===== src/rtl/mem_arbiter.sv =====
// Two-port round-robin arbiter that sequences one single-cycle access at a time
// onto the single-port MEM block and returns read data or a write acknowledge.
module mem_arbiter #(
    parameter int DATA_WIDTH = 8,
    parameter int ADDR_WIDTH = 16
) (
    input  logic                  clk,
    input  logic                  rst,
    input  logic                  req0_valid,
    output logic                  req0_ready,
    input  logic                  req0_write,
    input  logic [ADDR_WIDTH-1:0] req0_addr,
    input  logic [DATA_WIDTH-1:0] req0_wdata,
    output logic                  rsp0_valid,
    input  logic                  req1_valid,
    output logic                  req1_ready,
    input  logic                  req1_write,
    input  logic [ADDR_WIDTH-1:0] req1_addr,
    input  logic [DATA_WIDTH-1:0] req1_wdata,
    output logic                  rsp1_valid,
    output logic [DATA_WIDTH-1:0] rsp_rdata,
    output logic [ADDR_WIDTH-1:0] mem_address,
    output logic                  mem_enable,
    output logic                  mem_mode,
    output logic [DATA_WIDTH-1:0] mem_data_in,
    input  logic [DATA_WIDTH-1:0] mem_data_out
);
    localparam logic IDLE   = 1'b0;
    localparam logic ACCESS = 1'b1;

    logic                  state;
    logic                  last_grant;
    logic                  write_r;
    logic                  port_r;
    logic [ADDR_WIDTH-1:0] addr_r;
    logic [DATA_WIDTH-1:0] wdata_r;
    logic                  grant0;
    logic                  grant1;

    // On a tie the port that did not win last time is served.
    always_comb begin
        grant0 = 1'b0;
        grant1 = 1'b0;
        if (!rst && state == IDLE) begin
            if (req0_valid && (!req1_valid || last_grant))
                grant0 = 1'b1;
            else if (req1_valid)
                grant1 = 1'b1;
        end
    end

    assign req0_ready  = grant0;
    assign req1_ready  = grant1;
    assign mem_enable  = (state == ACCESS);
    assign mem_mode    = !(mem_enable && write_r);
    assign mem_address = addr_r;
    assign mem_data_in = wdata_r;

    always_ff @(posedge clk) begin
        if (rst) begin
            state      <= IDLE;
            last_grant <= 1'b1;
            write_r    <= 1'b0;
            port_r     <= 1'b0;
            addr_r     <= '0;
            wdata_r    <= '0;
            rsp0_valid <= 1'b0;
            rsp1_valid <= 1'b0;
            rsp_rdata  <= '0;
        end else begin
            rsp0_valid <= 1'b0;
            rsp1_valid <= 1'b0;
            case (state)
                IDLE: begin
                    if (grant0 || grant1) begin
                        port_r     <= grant1;
                        last_grant <= grant1;
                        write_r    <= grant1 ? req1_write : req0_write;
                        addr_r     <= grant1 ? req1_addr  : req0_addr;
                        wdata_r    <= grant1 ? req1_wdata : req0_wdata;
                        state      <= ACCESS;
                    end
                end
                default: begin
                    // MEM finished the access on the falling edge of this cycle.
                    rsp0_valid <= !port_r;
                    rsp1_valid <= port_r;
                    if (!write_r)
                        rsp_rdata <= mem_data_out;
                    state <= IDLE;
                end
            endcase
        end
    end
endmodule


===== config.mk =====
export PLATFORM = sky130hd
export DESIGN_NAME = mem_arbiter
export DESIGN_NICKNAME = d
export VERILOG_FILES = /design/src/rtl/mem_arbiter.sv
export SDC_FILE = /design/constraint.sdc
export NUM_CORES = 1
export LEC_CHECK = 0
export ABC_AREA = 0
export BUFFER_PORTS_ARGS = -buffer_cell sky130_fd_sc_hd__buf_2
export CORE_MARGIN = 2
export CORE_UTILIZATION = 45
export CTS_CLUSTER_SIZE = 20
export DETAILED_ROUTE_END_ITERATION = 8
export GPL_TIMING_DRIVEN = 1
export HOLD_SLACK_MARGIN = 0.15
export MAX_ROUTING_LAYER = met4
export PLACE_DENSITY = 0.91
export SETUP_SLACK_MARGIN = 0.05
export SLEW_MARGIN = 20
export SYNTH_ARGS = -nofsm -noshare
export SYNTH_HDL_FRONTEND = slang
export SYNTH_SLANG_ARGS = --single-unit

===== constraint.sdc =====
create_clock -name clk -period 2.3 [get_ports clk]
set_clock_uncertainty 0.15 [all_clocks]
set_input_delay 0.115 -clock clk [delete_from_list [all_inputs] [get_ports clk]]
set_output_delay 0.115 -clock clk [all_outputs]
set_load 0.01 [all_outputs]

==> key figures, run 1 <==
Synthesis
  • Yosys warns: 0
  • Post-synthesis cell area: between 1500 and 2000 µm²
  • Count of different cell masters after synthesis: 25
  • Synth Area per Inst: ~9.4 µm²
  • Yosys reg bits: 38
  • Seq/Total Area, Yosys: 41.5%
  • Mapped Nets: ~260
  • Synthesized instance count: between 150 and 200

Floorplanning
  • Initial Utilization: a little under half
  • DIE WIDTH: around 68 µm
  • DIE AREA: 4600 µm²
  • Site Rows: 23
  • Area of the core: roughly 4000 µm²
  • Die span in y: a little under 70 µm
  • Ports: 100

STA
  • Final Hold Slack: ~0.24 ns
  • Final setup fails: 0
  • Tmin final: around 2.1 ns
  • Slew HR: between 50% and 60%
  • Fin Setup TNS: 0 ns
  • RSZ-0062 raised after global routing: false
  • Final period util: 91.4%
  • Fmax: between 0.4 and 0.5 GHz
  • Max-slew violations: 0
  • Final hold vios: 0
  • Worst-margin pin slew: ~0.7 ns

Clocking
  • CTS Buf Count: 5
  • Clock Path Buffers: 2
  • CTS sink count: 38
  • Worst-skew pair later-pin latency: about 0.29 ns
  • CTS tree: yes
  • Reg clk slew, reported paths: 0.08 ns
  • H-tree lvl count: 2
  • Post-CTS Setup Bufs: 0
  • Root buffer cell: clkbuf_8

Route
  • Drt pass-1 iters: 4
  • Residual DRC: 0
  • DRT antenna net count: 0
  • Drt initial violations: between 150 and 200
  • Vias/cell: 5.62
  • Drt total wl: about 6400 µm
  • Mean routed wirelength per cell: 16.1 µm
  • Vias: ~2,200

Global routing
  • Vias in the first global route: around 2,100
  • Initial antenna violation count: 0
  • Gr usage total: between 20% and 30%
  • Grt ovf: 0
  • Largest net degree at the start of global routing: 52
  • First-pass GRT wire length: between 9000 and 10,000 µm

Worst setup path
  • Setup crit start: rst
  • CP endpoint kind: flip-flop
  • Crit-path max FO: 14
  • CP Launch Type: primary input
  • Critical path required time: between 2 and 2.5 ns
  • Arrival time worst endpoint: about 2.1 ns
  • R2r startpoint: mem_enable
  • Worst setup path class: in -> reg

Pwr
  • Sw frac: a little over a quarter
  • Sequential Power Share: just under 40%
  • Internal Power: roughly 1400 µW
  • Clock share of power: a little over a third
  • Leak pwr: 0.00130 µW
  • PD cells: just over 600 nW/µm²
  • Comb power frac: between 20% and 30%
  • VDD IR max: ~380 µV
  • Psw: 510 µW

Layout
  • Share of cells above drive strength 1: between 30% and 40%
  • Fillers: around 270
  • Area growth from synthesis to layout: 67.5%
  • Nets: 406

Hold path
  • Min-Delay Path Class: in -> reg
  • Worst hold start: req1_valid

Place
  • Final HPWL DP: 3470 µm
  • RePlAce Congestion: 0.705
  • PortBufs: slightly below 100

Flow run
  • Max-Cap Viols: 0

Run status
  • Status: completed
layout make-up:
| type | count | area (µm²) | share of cell area (%) |
|---|---|---|---|
| Clock inverter | 3 | 68.8 | 2.24 |
| Antenna cell | 1 | 2.50 | 0.0814 |
| Sequential cell | 38 | 761 | 24.8 |
| Multi-Input combinational cell | 131 | 950 | 30.9 |
| Inverter | 2 | 7.51 | 0.244 |
| Timing Repair Buffer | 166 | 1150 | 37.5 |
| Clock buffer | 5 | 68.8 | 2.24 |
| Tap cell | 50 | 62.6 | 2.04 |
path summary, 6_finish.rpt:
path,endpoint,slack [ns],cells after the start
worst max-delay path,mem_address[5],0.20,6
worst max register to register,mem_address[5],0.47,4
worst min-delay path,mem_address[1],0.24,4
worst min register to register,rsp0_valid,0.34,1
through the flow:
step	util (%)	std cells	worst slack (ns)	total power [µW]	cell area, µm²
after floorplan	-	196	0.789	980	1830
after global placement	58.6	327	0.513	1100	2330
after detailed placement	58.6	327	0.481	1120	2330
after CTS	77.2	395	0.166	1870	3070
after global routing	77.3	395	0.110	1950	3070
final	77.4	396	0.197	1880	3070
Yosys cell counts, drive strengths merged:
| master | number | area share [%] |
|---|---|---|
| or2 | 1 | 0.34 |
| clkbuf | 12 | 2.5 |
| nor3b | 1 | 0.41 |
| nand2 | 2 | 0.41 |
| o211a | 1 | 0.55 |
| a211oi | 1 | 0.41 |
| buf | 13 | 4.2 |
| nor2 | 11 | 2.4 |
| mux2i | 8 | 4.4 |
| dfxtp | 38 | 41 |
| a211o | 1 | 0.48 |
| a21oi | 26 | 7.1 |
| nor3 | 2 | 0.55 |
| a311oi | 25 | 18 |
| and2 | 1 | 0.34 |
| nand4 | 25 | 8.5 |
| o21ai | 25 | 6.8 |
| inv | 2 | 0.41 |
| nor2b | 1 | 0.34 |
worst max-delay path, cell delays in order:
cell	delay, ns
dlygate4sd3_1	0.55
buf_2	0.23
nor2_4	0.14
and2_1	0.59
buf_4	0.35
a311oi_1	0.13
sequential cells by signal, summed over array words and instances, names as in the netlist:
name	flops
mem_address	16
rsp_rdata	8
port_r	1
rsp1_valid	1
mem_enable	1
last_grant	1
rsp0_valid	1
mem_data_in	8
write_r	1
what timing repair did:
item / 4_1_cts / 5_1_grt
hold endpoints to repair: 35 / 0
gates resized for setup: 0 / 2
setup endpoints to repair: 0 / 3
hold buffers: 60 / 0
cell families (layout without fill, tap and decap cells):
family | count (synthesis) | after routing | share of synthesized area [%]
AOI/OAI and AO/OA | 79 | 79 | 33.8
DFF | 38 | 38 | 41.5
and+or+nand+nor | 44 | 44 | 13.3
other | 0 | 1 | 0
muxes | 8 | 8 | 4.37
buffers and inverters | 27 | 176 | 7.09
cells in the final DEF (no fill, tap or decap), types with 2 or more instances in the layout:
| master | count |
|---|---|
| a21oi_1 | 26 |
| a311oi_1 | 6 |
| a311oi_2 | 19 |
| buf_2 | 99 |
| buf_4 | 6 |
| bufinv_16 | 2 |
| clkbuf_8 | 5 |
| dfxtp_1 | 38 |
| dlygate4sd3_1 | 60 |
| mux2i_1 | 8 |
| nand2_1 | 2 |
| nand4_1 | 25 |
| nor2_1 | 10 |
| nor3_1 | 2 |
| o21ai_0 | 8 |
| o21ai_1 | 17 |
power groups by stage:
stage | Sequential (µW) | Combinational, µW | Clock [µW]
floorplan | 773 | 207 | 0
global placement | 751 | 353 | 0
detailed placement | 752 | 364 | 0
CTS | 738 | 442 | 690
global route | 746 | 491 | 714
finish | 741 | 450 | 684
metal layers:
layer	vias to the layer above	share of wire (%)	GRT usage, %
met2	102	54	54.3
met4	0	3.1	12.5
met5	-	0	-
li1	1060	-	-
met1	1044	38	30.0
met3	20	5.1	4.44
No activity file was read; power rests on OpenSTA's default activity.
==> inputs of run 2 (changes only) <==
--- a/config.mk
+++ b/config.mk
@@ -15,6 +15,7 @@
 export HOLD_SLACK_MARGIN = 0.15
 export MAX_ROUTING_LAYER = met4
 export PLACE_DENSITY = 0.91
+export REMOVE_ABC_BUFFERS = 1
 export SETUP_SLACK_MARGIN = 0.05
 export SLEW_MARGIN = 20
 export SYNTH_ARGS = -nofsm -noshare
==> key figures, run 2 (synthesis gave the netlist of run 1 again) <==
Clocking
  • Worst-skew pair later-pin latency: 0.28 ns (about the same)
  • Post-CTS Setup Bufs: 0 (unchanged)
  • CTS Buf Count: 5 (unchanged)
  • Root buffer cell: clkbuf_8
  • CTS tree: yes
  • Clock Path Buffers: 2 (unchanged)
  • CTS sink count: 38 (unchanged)
  • Reg clk slew, reported paths: 0.07 ns (about the same)
  • H-tree lvl count: 2 (unchanged)

Pwr
  • Leak pwr: 0.00130 µW (about the same)
  • Total power: 1650 µW (-12%)
  • PD cells: 535 nW/µm² (-12%)
  • VDD IR max: 387 µV (+0.94%)

Route
  • DRT antenna net count: 0 (unchanged)
  • Drt total wl: 6460 µm (+1.1%)
  • Drt initial violations: 90 (-45%)
  • Vias: 2,239 (+0.58%)
  • Residual DRC: 0 (unchanged)
  • Drt pass-1 iters: 4 (unchanged)
  • Mean routed wirelength per cell: 16.1 µm (about the same)
  • Vias/cell: 5.60 (-0.42%)

STA
  • Slew HR: 46.4% (-6.8 points)
  • Fmax: 0.468 GHz (-1.6%)
  • Final hold vios: 0 (unchanged)
  • Max-slew violations: 0 (unchanged)
  • Final Hold Slack: 0.164 ns (-0.0782 ns)
  • Tmin final: 2.14 ns (+0.0346 ns)
  • RSZ-0062 raised after global routing: false
  • Worst-margin pin slew: 0.805 ns (+0.102 ns)
  • Final period util: 92.9% (+1.5 points)
  • Final setup fails: 0 (unchanged)
  • Fin Setup TNS: 0 ns (unchanged)

Place
  • Cell Area, Placed: 2360 µm² (+1.5%)
  • PortBufs: 99 (unchanged)
  • RePlAce Congestion: 0.765 (+8.5%)
  • Final HPWL DP: 3510 µm (+1.3%)

Layout
  • Share of cells above drive strength 1: 38.9% (-0.56 points)
  • Most common cell after layout, fill and taps aside: buf_2
  • Largest register FFs: 16 (unchanged)
  • Nets: 413 (+1.7%)
  • Most frequent cells in the layout: 99 x buf_2, 64 x dlygate4sd3_1, 38 x dfxtp_1, 26 x a21oi_1, 25 x nand4_1
  • Area growth from synthesis to layout: 68.2%
  • Antenna diodes: 0 (-1)
  • Post-route cell area: 3090 µm² (+0.41%)

Worst setup path
  • R2r worst-path depth: 5 (+1)
  • Slack of the worst reg-to-reg path: 0.16 ns (-0.31 ns)
  • CP endpoint kind: flip-flop
  • Crit-path max FO: 15 (+1)
  • R2r startpoint: last_grant
  • Arrival time worst endpoint: 2.19 ns (+0.07 ns)
  • Critical Path Sink: write_r
  • Critical path required time: 2.35 ns (+0.04 ns)
  • Worst r2r dst: write_r
  • Worst setup path class: reg -> reg
  • CP Launch Type: flip-flop
  • Setup crit start: last_grant

Floorplanning
  • Ports: 100 (unchanged)
  • DIE AREA: 4600 µm² (unchanged)
  • Area of the core: 3970 µm² (unchanged)
  • Site Rows: 23 (unchanged)
  • DIE WIDTH: 67.8 µm (unchanged)
  • Initial Utilization: 46.2% (unchanged)
  • Die span in y: 67.8 µm (unchanged)

Hold path
  • Min-Delay Path Class: in -> reg

Global routing
  • First-pass GRT wire length: 9970 µm (+2.1%)
  • Largest net degree at the start of global routing: 35 (-33%)
  • Vias in the first global route: 2,109 (-1.9%)
  • Gr usage total: 29.7% (+0.66 points)
  • Initial antenna violation count: 0 (unchanged)
  • Grt ovf: 0 (unchanged)

Run status
  • Status: completed

Flow run
  • Max-Cap Viols: 0 (unchanged)
run 2: timing repair:
action                                  4_1_cts  5_1_grt
endpoints found under the setup margin        0        0
gates resized for setup                       0        0
endpoints found under the hold margin        37        0
hold buffers                                 64        0
run 2: final cells by class:
| class | instances | area, µm² |
|---|---|---|
| inverters | 2 | 7.51 |
| flip-flops and latches | 38 | 761 |
| fillers | 260 | 886 |
| repair buffers | 173 | 1220 |
| clock buffers | 6 | 82.6 |
| well taps | 50 | 62.6 |
| multi-input cells | 131 | 948 |
run 2: how the worst min path moves through the flow:
stage / start / slack (ns) / depth (start not counted) / end
2_1_floorplan: rst / 0.03 / 1 / mem_address[10]
3_3_place_gp: mem_data_out[5] / 0.20 / 3 / rsp_rdata[5]
3_5_place_dp: mem_data_out[2] / 0.21 / 3 / rsp_rdata[2]
4_1_cts: rst / 0.15 / 3 / mem_address[13]
5_1_grt: rst / 0.17 / 3 / rsp_rdata[5]
6_report: rst / 0.16 / 3 / mem_address[13]
run 2: layer usage:
| metal | global-route usage (%) | routed length (µm) | share of wire, % |
|---|---|---|---|
| met1 | 34.3 | 2620 | 41 |
| met2 | 50.0 | 3230 | 50 |
| met3 | 8.06 | 490 | 7.6 |
| met4 | 10.0 | 114 | 1.8 |
| met5 | - | 0 | 0 |
run 2: metrics by stage:
| stage | util, % | setup WS, ns | cells |
|---|---|---|---|
| final | 77.7 | 0.162 | 400 |
| after detailed placement | 59.5 | 0.469 | 330 |
| after global routing | 77.7 | 0.0663 | 400 |
| after floorplan | - | -0.470 | 171 |
| after global placement | 59.5 | 0.571 | 330 |
| after CTS | 77.7 | 0.213 | 400 |
run 2: where the power goes:
part | switching [µW] | leakage (µW) | internal (µW)
registers | 30.2 | 0.000313 | 710
logic | 232 | 0.000941 | 230
clock network | 217 | 0.0000431 | 231
run 2: critical path: stages, from the launching register on:
cell           delay (ns)
dfxtp_1              0.34
nand2_1              0.30
buf_4                0.28
nand4_1              0.12
dlygate4sd3_1        0.61
a311oi_2             0.25
==> inputs of run 3 (changes only) <==
--- a/config.mk
+++ b/config.mk
@@ -8,13 +8,13 @@
 export ABC_AREA = 0
 export BUFFER_PORTS_ARGS = -buffer_cell sky130_fd_sc_hd__buf_2
 export CORE_MARGIN = 2
-export CORE_UTILIZATION = 45
+export CORE_UTILIZATION = 40
 export CTS_CLUSTER_SIZE = 20
 export DETAILED_ROUTE_END_ITERATION = 8
-export GPL_TIMING_DRIVEN = 1
+export GPL_TIMING_DRIVEN = 0
 export HOLD_SLACK_MARGIN = 0.15
 export MAX_ROUTING_LAYER = met4
-export PLACE_DENSITY = 0.91
+export PLACE_DENSITY = 0.86
 export REMOVE_ABC_BUFFERS = 1
 export SETUP_SLACK_MARGIN = 0.05
 export SLEW_MARGIN = 20
==> constraint.sdc (replaced) <==
create_clock -name clk -period 1.73 [get_ports clk]
set_clock_uncertainty 0.15 [all_clocks]
set_input_delay 0.0865 -clock clk [delete_from_list [all_inputs] [get_ports clk]]
set_output_delay 0.0865 -clock clk [all_outputs]
set_load 0.01 [all_outputs]
==> key figures, run 3 (synthesis gave the netlist of run 1 again) <==
Route
  • Residual DRC: 0 (unchanged)
  • Drt total wl: 7170 µm (+11%)
  • Vias/cell: 5.66 (+1.1%)
  • DRT antenna net count: 0 (unchanged)
  • Drt pass-1 iters: 5 (+1)
  • Vias: 2,270 (+1.4%)
  • Mean routed wirelength per cell: 17.9 µm (+11%)
  • Drt initial violations: 147 (+63%)

Global routing
  • Initial antenna violation count: 0 (unchanged)
  • Grt ovf: 0 (unchanged)
  • First-pass GRT wire length: 10,900 µm (+9.6%)
  • Gr usage total: 27.9% (-1.8 points)
  • Vias in the first global route: 2,348 (+11%)
  • Largest net degree at the start of global routing: 36 (+2.9%)

Run status
  • Status: completed

Floorplanning
  • Die span in y: 71.7 µm (+5.7%)
  • DIE WIDTH: 71.7 µm (+5.7%)
  • DIE AREA: 5140 µm² (+12%)
  • Ports: 100 (unchanged)
  • Area of the core: 4380 µm² (+10%)
  • Site Rows: 24 (+4.3%)
  • Initial Utilization: 41.8% (-4.3 points)

Worst setup path
  • CP endpoint kind: primary output
  • Arrival time worst endpoint: 1.38 ns (-0.81 ns)
  • Worst setup path class: reg -> out
  • Critical path required time: 1.49 ns (-0.86 ns)
  • CP Launch Type: flip-flop
  • CP max-delay cell: a211o_4
  • Crit path cell chain: a211o_4, nor2_1, buf_2
  • Crit-path max FO: 26 (+11)
  • Worst Path Buf+Inv: 1 (-1)
  • Worst path max stage delay: 0.47 ns (-0.14 ns)
  • CP top delay family: compound AO/OA/AOI/OAI gates

Layout
  • Most common cell after layout, fill and taps aside: buf_2
  • Nets: 410 (-0.73%)
  • Most frequent cells in the layout: 97 x buf_2, 65 x dlygate4sd3_1, 37 x dfxtp_1, 26 x a21oi_1, 25 x nand4_1
  • Largest register FFs: 16 (unchanged)
  • Antenna diodes: 0 (unchanged)
  • Share of cells above drive strength 1: 40.1% (+1.3 points)
  • Area growth from synthesis to layout: 70.9%

Pwr
  • PD cells: 750 nW/µm² (+40%)
  • VDD IR max: 367 µV (-5.0%)
  • Internal Power: 1680 µW (+43%)
  • Leak pwr: 0.00132 µW (+1.9%)
  • Comb power frac: 27.1% (-0.9 points)
  • Psw: 672 µW (+40%)
  • Sw frac: 28.6% (-0.45 points)
  • Sequential Power Share: 41.9% (-2.9 points)
  • Clock share of power: 31.0% (+3.9 points)

STA
  • Final hold vios: 0 (unchanged)
  • Final Hold Slack: 0.200 ns (+0.0353 ns)
  • Final period util: roughly 93%
  • Tmin final: between 1.5 and 2 ns
  • Slew HR: 43.3% (-3.0 points)
  • Max-slew violations: 0 (unchanged)
  • Worst-margin pin slew: 0.847 ns (+0.0426 ns)
  • Fmax: between 0.6 and 0.7 GHz
  • Final setup slack of the worst path: 0.113 ns (-0.0493 ns)
  • Final setup fails: 0 (unchanged)
  • RSZ-0062 raised after global routing: true

Place
  • Final HPWL DP: 3310 µm (-5.8%)
  • RePlAce Congestion: 0.693 (-9.4%)
  • Pre-CTS setup slack: -0.692 ns (-1.16 ns)
  • PortBufs: 99 (unchanged)

Clocking
  • Root buffer cell: clkbuf_8
  • H-tree lvl count: 2 (unchanged)
  • Worst-skew pair later-pin latency: 0.28 ns (about the same)
  • Clock Path Buffers: 2 (unchanged)
  • CTS sink count: 38 (unchanged)
  • Reg clk slew, reported paths: 0.08 ns (about the same)
  • CTS tree: yes
  • CTS Buf Count: 5 (unchanged)

Hold path
  • Min-Delay Path Class: in -> reg

Flow run
  • Max-Cap Viols: 0 (unchanged)
==> run 3: power groups by stage <==
stage	Sequential, µW	Clock (µW)	Combinational, µW
after floorplan	1030	0	226
after global placement	996	0	457
after detailed placement	1000	0	483
after CTS	982	747	602
after global routing	992	771	688
final	986	731	637
==> run 3: metrics by stage <==
step | total power (µW) | area [µm²] | instances | TNS, ns | utilization [%]
finish | 2350 | 3140 | 401 | 0 | 71.5
global route | 2450 | 3140 | 401 | 0 | 71.5
global placement | 1450 | 2270 | 322 | -55.59 | 51.8
floorplan | 1250 | 1710 | 171 | -27.57 | -
CTS | 2330 | 3090 | 396 | 0 | 70.4
detailed placement | 1480 | 2320 | 324 | -17.98 | 52.9
==> run 3: final timing paths <==
kind / startpoint / end / slack (ns) / cells after the start
setup / recovery: last_grant / req1_ready / 0.11 / 3
hold / removal: req1_valid / mem_address[0] / 0.20 / 3
setup reg to reg: mem_enable / rsp_rdata[3] / 0.17 / 3
hold reg to reg: rsp_rdata[2] / rsp_rdata[2] / 0.35 / 2
==> run 3: what timing repair did <==
action                                  CTS  global route
endpoints found under the setup margin   36            30
hold buffers                             63             2
buffers inserted                          1             1
endpoints found under the hold margin    35            14
pin swaps                                 1             3
cloned                                    0             2
gates resized for setup                   7             3
==> run 3: final cells by class <==
| type | instances | area (µm²) |
|---|---|---|
| timing repair buffer | 169 | 1220 |
| inverter | 2 | 7.51 |
| sequential | 38 | 762 |
| clock buffer | 5 | 68.8 |
| clock inverter | 3 | 40.0 |
| tap | 52 | 65.1 |
| multi-input combinational | 132 | 975 |
| fill | 319 | 1250 |
==> run 3: worst register-to-register path, stage by stage, from the launching register on <==
cell and delay, ns:
dfxtp_2 0.41, nor2b_2 0.51, mux2i_1 0.31, nor2_1 0.06
==> run 3: per-layer routing <==
layer | up-vias | wire length, µm | track usage [%]
met5 | - | 0 | -
met3 | 21 | 648 | 5.63
met2 | 138 | 3710 | 50.4
met1 | 1046 | 2640 | 29.7
li1 | 1065 | - | -
met4 | 0 | 168 | 10.9
